### src/rtl/i_execute.sv
// EX stage: ALU decode/execute, branch target, iterative shift-add MULT,
// and the EX/MEM pipeline register. Stalls decode while a MULT is in flight.
module i_execute #(
  parameter int DATA_W = 32
) (
  input  logic              clk,
  input  logic              reset,
  input  logic              id_valid,
  input  logic              ex_flush,
  input  logic [1:0]        wb_ctl,
  input  logic [2:0]        m_ctl,
  input  logic [3:0]        ex_ctl,
  input  logic [DATA_W-1:0] npc,
  input  logic [DATA_W-1:0] rdata1,
  input  logic [DATA_W-1:0] rdata2,
  input  logic [DATA_W-1:0] s_extend,
  input  logic [4:0]        instr_2016,
  input  logic [4:0]        instr_1511,
  output logic              ex_stall,
  output logic [1:0]        wb_ctlout,
  output logic [2:0]        m_ctlout,
  output logic [DATA_W-1:0] add_result,
  output logic              zero,
  output logic [DATA_W-1:0] alu_result,
  output logic [DATA_W-1:0] rdata2out,
  output logic [4:0]        dest_reg
);

  localparam int CNT_W = (DATA_W > 1) ? $clog2(DATA_W) : 1;

  typedef enum logic {IDLE, MUL} state_t;

  state_t            state;
  logic [CNT_W-1:0]  cnt;
  logic [DATA_W-1:0] mcand;
  logic [DATA_W-1:0] mplier;
  logic [DATA_W-1:0] acc;

  logic [1:0]        mul_wb;
  logic [2:0]        mul_m;
  logic [DATA_W-1:0] mul_add;
  logic [DATA_W-1:0] mul_rd2;
  logic [4:0]        mul_dest;

  logic [1:0]        aluop;
  logic [5:0]        funct;
  logic [DATA_W-1:0] op_b;
  logic [DATA_W-1:0] alu_val;
  logic [DATA_W-1:0] target;
  logic [DATA_W-1:0] step_acc;
  logic [4:0]        dest_sel;
  logic              is_mult;
  logic              slt;

  always_comb begin
    aluop    = ex_ctl[2:1];
    funct    = s_extend[5:0];
    op_b     = ex_ctl[0] ? s_extend : rdata2;
    dest_sel = ex_ctl[3] ? instr_1511 : instr_2016;
    target   = npc + (s_extend << 2);
    is_mult  = (aluop == 2'b10) && (funct == 6'b011000);
    slt      = $signed(rdata1) < $signed(op_b);
    alu_val  = rdata1 + op_b;
    case (aluop)
      2'b01: alu_val = rdata1 - op_b;
      2'b10: begin
        case (funct)
          6'b100010: alu_val = rdata1 - op_b;
          6'b100100: alu_val = rdata1 & op_b;
          6'b100101: alu_val = rdata1 | op_b;
          6'b101010: alu_val = {{(DATA_W-1){1'b0}}, slt};
          default:   alu_val = rdata1 + op_b;
        endcase
      end
      default: alu_val = rdata1 + op_b;
    endcase
    // Accumulator value after this cycle's shift-add step; also the final product.
    step_acc = mplier[0] ? (acc + mcand) : acc;
  end

  always_ff @(posedge clk or negedge reset) begin
    if (!reset) begin
      state      <= IDLE;
      cnt        <= '0;
      mcand      <= '0;
      mplier     <= '0;
      acc        <= '0;
      mul_wb     <= '0;
      mul_m      <= '0;
      mul_add    <= '0;
      mul_rd2    <= '0;
      mul_dest   <= '0;
      ex_stall   <= 1'b0;
      wb_ctlout  <= '0;
      m_ctlout   <= '0;
      add_result <= '0;
      zero       <= 1'b0;
      alu_result <= '0;
      rdata2out  <= '0;
      dest_reg   <= '0;
    end else begin
      // Bubble by default; the branches below overwrite when a result retires.
      wb_ctlout  <= '0;
      m_ctlout   <= '0;
      add_result <= '0;
      zero       <= 1'b0;
      alu_result <= '0;
      rdata2out  <= '0;
      dest_reg   <= '0;
      if (ex_flush) begin
        state    <= IDLE;
        ex_stall <= 1'b0;
        cnt      <= '0;
      end else if (state == MUL) begin
        acc    <= step_acc;
        mcand  <= mcand << 1;
        mplier <= mplier >> 1;
        cnt    <= cnt + 1'b1;
        if (cnt == CNT_W'(DATA_W-1)) begin
          wb_ctlout  <= mul_wb;
          m_ctlout   <= mul_m;
          add_result <= mul_add;
          zero       <= (step_acc == '0);
          alu_result <= step_acc;
          rdata2out  <= mul_rd2;
          dest_reg   <= mul_dest;
          state      <= IDLE;
          ex_stall   <= 1'b0;
          cnt        <= '0;
        end
      end else if (id_valid) begin
        if (is_mult) begin
          mcand    <= rdata1;
          mplier   <= op_b;
          acc      <= '0;
          mul_wb   <= wb_ctl;
          mul_m    <= m_ctl;
          mul_add  <= target;
          mul_rd2  <= rdata2;
          mul_dest <= dest_sel;
          cnt      <= '0;
          state    <= MUL;
          ex_stall <= 1'b1;
        end else begin
          wb_ctlout  <= wb_ctl;
          m_ctlout   <= m_ctl;
          add_result <= target;
          zero       <= (alu_val == '0);
          alu_result <= alu_val;
          rdata2out  <= rdata2;
          dest_reg   <= dest_sel;
        end
      end
    end
  end

endmodule

### config.mk
export PLATFORM = sky130hd
export DESIGN_NAME = i_execute
export DESIGN_NICKNAME = d
export VERILOG_FILES = /design/src/rtl/i_execute.sv
export SDC_FILE = /design/constraint.sdc
export NUM_CORES = 1
export LEC_CHECK = 0
export BUFFER_PORTS_ARGS = -buffer_cell sky130_fd_sc_hd__buf_2
export CAP_MARGIN = 40
export CORE_ASPECT_RATIO = 1.2
export CORE_MARGIN = 1.5
export CORE_UTILIZATION = 50
export DETAILED_ROUTE_END_ITERATION = 6
export PLACE_DENSITY = 0.8
export SYNTH_ARGS = -nofsm -noshare
export SYNTH_HDL_FRONTEND = slang
export SYNTH_SLANG_ARGS = --single-unit
### constraint.sdc
create_clock -name clk -period 4.5 [get_ports clk]
set_input_delay 0.225 -clock clk [delete_from_list [all_inputs] [get_ports clk]]
set_output_delay 0.225 -clock clk [all_outputs]
set_load 0.05 [all_outputs]
==> flow_metrics.env <==
export IMPL_status="finished, final reports clean"
export IMPL_drt_wl_total_um=77600
export IMPL_p_comb_share_pct=31.4
export IMPL_worst_pin_slew_ns=1.01
export IMPL_start_util_pct=50.5
export IMPL_p_int_mw=5.04
export IMPL_use_met2_pct=60.7
export IMPL_grt_busiest_layer="met2"
export IMPL_tritoncts="built"
export IMPL_synthFlopType="dfrtp_1"
export IMPL_worst_setup_path_type="input port to register"
export IMPL_p_sw_share_pct=34.9
export IMPL_dr_pass1_iters=6
export IMPL_syn_inst=2442
export IMPL_grt_pass1_wl_um=118000
export IMPL_track_usage_pct=35.9
export IMPL_min_period_ns=4.34
export IMPL_cp_data_required_time_ns=4.98
export IMPL_postCtsSetupBuffers=0
export IMPL_seq_area_frac_synth_pct=34.6
export IMPL_clock_sinks=284
export IMPL_slew_headroom_pct=32.8
export IMPL_rsz0062_at_grt="false"
export IMPL_root_buffer="clkbuf_16"
export IMPL_drc=0
export IMPL_holdWs_ns=0.0184
export IMPL_ios=259
export IMPL_overflow=0
export IMPL_place_gp_congestion=0.985
export IMPL_mostFrequentLayoutCells="nand2_1, dfrtp_1, buf_2"
export IMPL_synth_async_reset_ratio_pct=100
export IMPL_path_clk_slew_ns=0.06
export IMPL_worstSetupEndpointType="register"
export IMPL_synth_edf_count=0
export IMPL_ant_nets=0
export IMPL_clockPowerShare_pct=33.3
export IMPL_io_buffer_count=258
export IMPL_max_freq_ghz=0.230
export IMPL_grt_pass1_vias=20876
export IMPL_synth_distinct_cells=89
export IMPL_die_w_um=188
export IMPL_power_mw=7.75
export IMPL_hpwl_um=58700
export IMPL_power_density_mw_per_mm2=309
export IMPL_cts_buffers=30
export IMPL_antenna_found_initial=2
export IMPL_use_met3_pct=4.19
export IMPL_finalClockSkew_ns=0.0260
export IMPL_crit_arrival_ns=4.82
export IMPL_syn_num_nets=2757
export IMPL_maxCapViolations=0
export IMPL_netlist_area_mm2=0.0205
export IMPL_wl_per_cell_um=22.8
export IMPL_path_max_fanout=8
export IMPL_max_vdd_ir_drop_mv=0.323
export IMPL_ys_ff_latch=284
export IMPL_finalMaxSlewViolations=0
export IMPL_grt_use_met1_pct=42.9
export IMPL_fin_setup_tns_ns=0
export IMPL_route_vias_total=20840
export IMPL_layout_nets=3149
export IMPL_die_height_um=225
export IMPL_syn_to_final_growth_pct=22.1
export IMPL_die_area_mm2=0.0423
export IMPL_power_leakage_nw=12.5
export IMPL_h_tree_depth=1
export IMPL_startpoint_type="input port"
export IMPL_grt_max_degree=119
export IMPL_clk_path_buf_depth=3
export IMPL_via_per_inst=6.13
export IMPL_fp_row_count=81
export IMPL_core_area_mm2=0.0406
export IMPL_drive_gt1_share_pct=19.2
export IMPL_hold_viol_final=0
export IMPL_drtIter0Drc=1775
export IMPL_clk_latency_ns=0.61
export IMPL_final_common_cell="nand2_1"
export IMPL_p_switching_mw=2.71
export IMPL_syn_avg_cell_area_um2=8.41
export IMPL_synth_warnings=0
export IMPL_hp_class="input port to register"
export IMPL_period_share_pct=96.4
export IMPL_setup_viol=0
export IMPL_p_seq_share_pct=35.3
-- power groups by stage --
| stage | logic (mW) | registers, mW | clock network (mW) |
|---|---|---|---|
| 3_5_place_dp | 2.34 | 2.78 | 0 |
| 5_1_grt | 2.60 | 2.74 | 2.71 |
| 4_1_cts | 2.39 | 2.73 | 2.61 |
| 2_1_floorplan | 1.20 | 2.97 | 0 |
| 3_3_place_gp | 2.30 | 2.77 | 0 |
| 6_report | 2.43 | 2.73 | 2.58 |
-- timing repair --
action,in CTS,in global routing
hold endpoints to repair,206,0
hold buffers,52,0
endpoints found under the setup margin,0,1
resized for setup,0,7
-- synth_stat cells (all sizes together) (7+ instances only) --
cell type  count  area share [%]
mux2           8            0.44
or2            7            0.21
a2111oi        9            0.48
a221o          8            0.39
or3           15            0.51
nand2b        20            0.65
o31a           7            0.30
inv          118             2.2
a221oi        18            0.86
a22o          71             3.0
a31oi         18            0.58
a211oi        29             1.1
ha           160             9.7
nor2         147             2.7
nor4          12            0.37
nand4         15            0.46
and2          14            0.43
nor3          40             1.0
xnor2         63             2.7
and3          16            0.49
a21o          43             1.6
o31ai         19            0.85
a21oi        167             4.1
o21a          17            0.62
o21bai        16            0.60
o211ai        16            0.58
xor2          16            0.68
buf           15            0.36
clkbuf       124             2.3
nand3         40            0.97
nand2        390             7.1
o21ai        241             5.9
nor2b         20            0.61
o22ai         33             1.0
mux2i        101             4.9
dfrtp        284              35
-- metrics by stage --
stage / utilization (%) / worst slack (ns) / area, um2 / cells
finish: 61.7 / 0.160 / 25100 / 3400
global route: 61.7 / 0.000186 / 25100 / 3398
CTS: 61.6 / 0.216 / 25000 / 3396
detailed placement: 57.8 / -0.120 / 23500 / 3289
global placement: 57.7 / -0.151 / 23400 / 3287
floorplan: - / 0.0175 / 20500 / 2442
-- worst max-delay path, stage by stage --
cell and delay, ns:
dlygate4sd3_1 0.57, buf_2 0.14, mux2i_1 0.07, buf_4 0.15, ha_1 0.41, nor4_1 0.83
nand3_1 0.24, a211oi_1 0.34, a211oi_1 0.15, a21oi_1 0.35, buf_4 0.18, a21o_1 0.12
o21ai_0 0.09, a311o_1 0.40, nand4b_1 0.11, nor4_1 0.05, and4_1 0.21, a31o_1 0.18
-- area by class of cell --
cell class	count	area, um2
Fill cell	3533	15600
Multi-Input combinational cell	1899	12500
Sequential cell	284	7110
Timing Repair Buffer	499	3330
Clock buffer	41	852
Tap cell	539	674
Inverter	120	450
Clock inverter	14	168
Antenna cell	4	10.0
-- per-layer routing --
layer,up-vias,routed length [um]
met1,10008,29600
met5,-,0
met3,323,4630
li1,9540,-
met2,969,37400
met4,0,6030
-- final timing paths --
check / startpoint / to / slack, ns / depth (start not counted)
max in group asynchronous: reset / mplier[0] / 3.16 / 3
setup reg to reg: mcand[0] / zero / 0.33 / 14
min in group asynchronous: reset / m_ctlout[0] / 0.31 / 2
hold reg to reg: mul_rd2[2] / mul_rd2[2] / 0.47 / 2
hold / removal: rdata1[9] / mcand[9] / 0.02 / 3
setup / recovery: rdata2[14] / zero / 0.16 / 18
-- logic make-up (layout without fill, tap and decap cells) --
| logic type | after synthesis | in the layout | share of synthesized area (%) |
|---|---|---|---|
| adder cells (fa/ha/maj) | 164 | 164 | 10.1 |
| other | 0 | 4 | 0 |
| buffers and inverters | 259 | 674 | 4.82 |
| multiplexers | 109 | 109 | 5.36 |
| AO/OA/AOI/OAI | 780 | 780 | 25.0 |
| AND/OR/NAND/NOR | 767 | 767 | 16.7 |
| XOR/XNOR | 79 | 79 | 3.37 |
| flip-flops | 284 | 284 | 34.6 |
No activity file was read; power rests on OpenSTA's default activity.
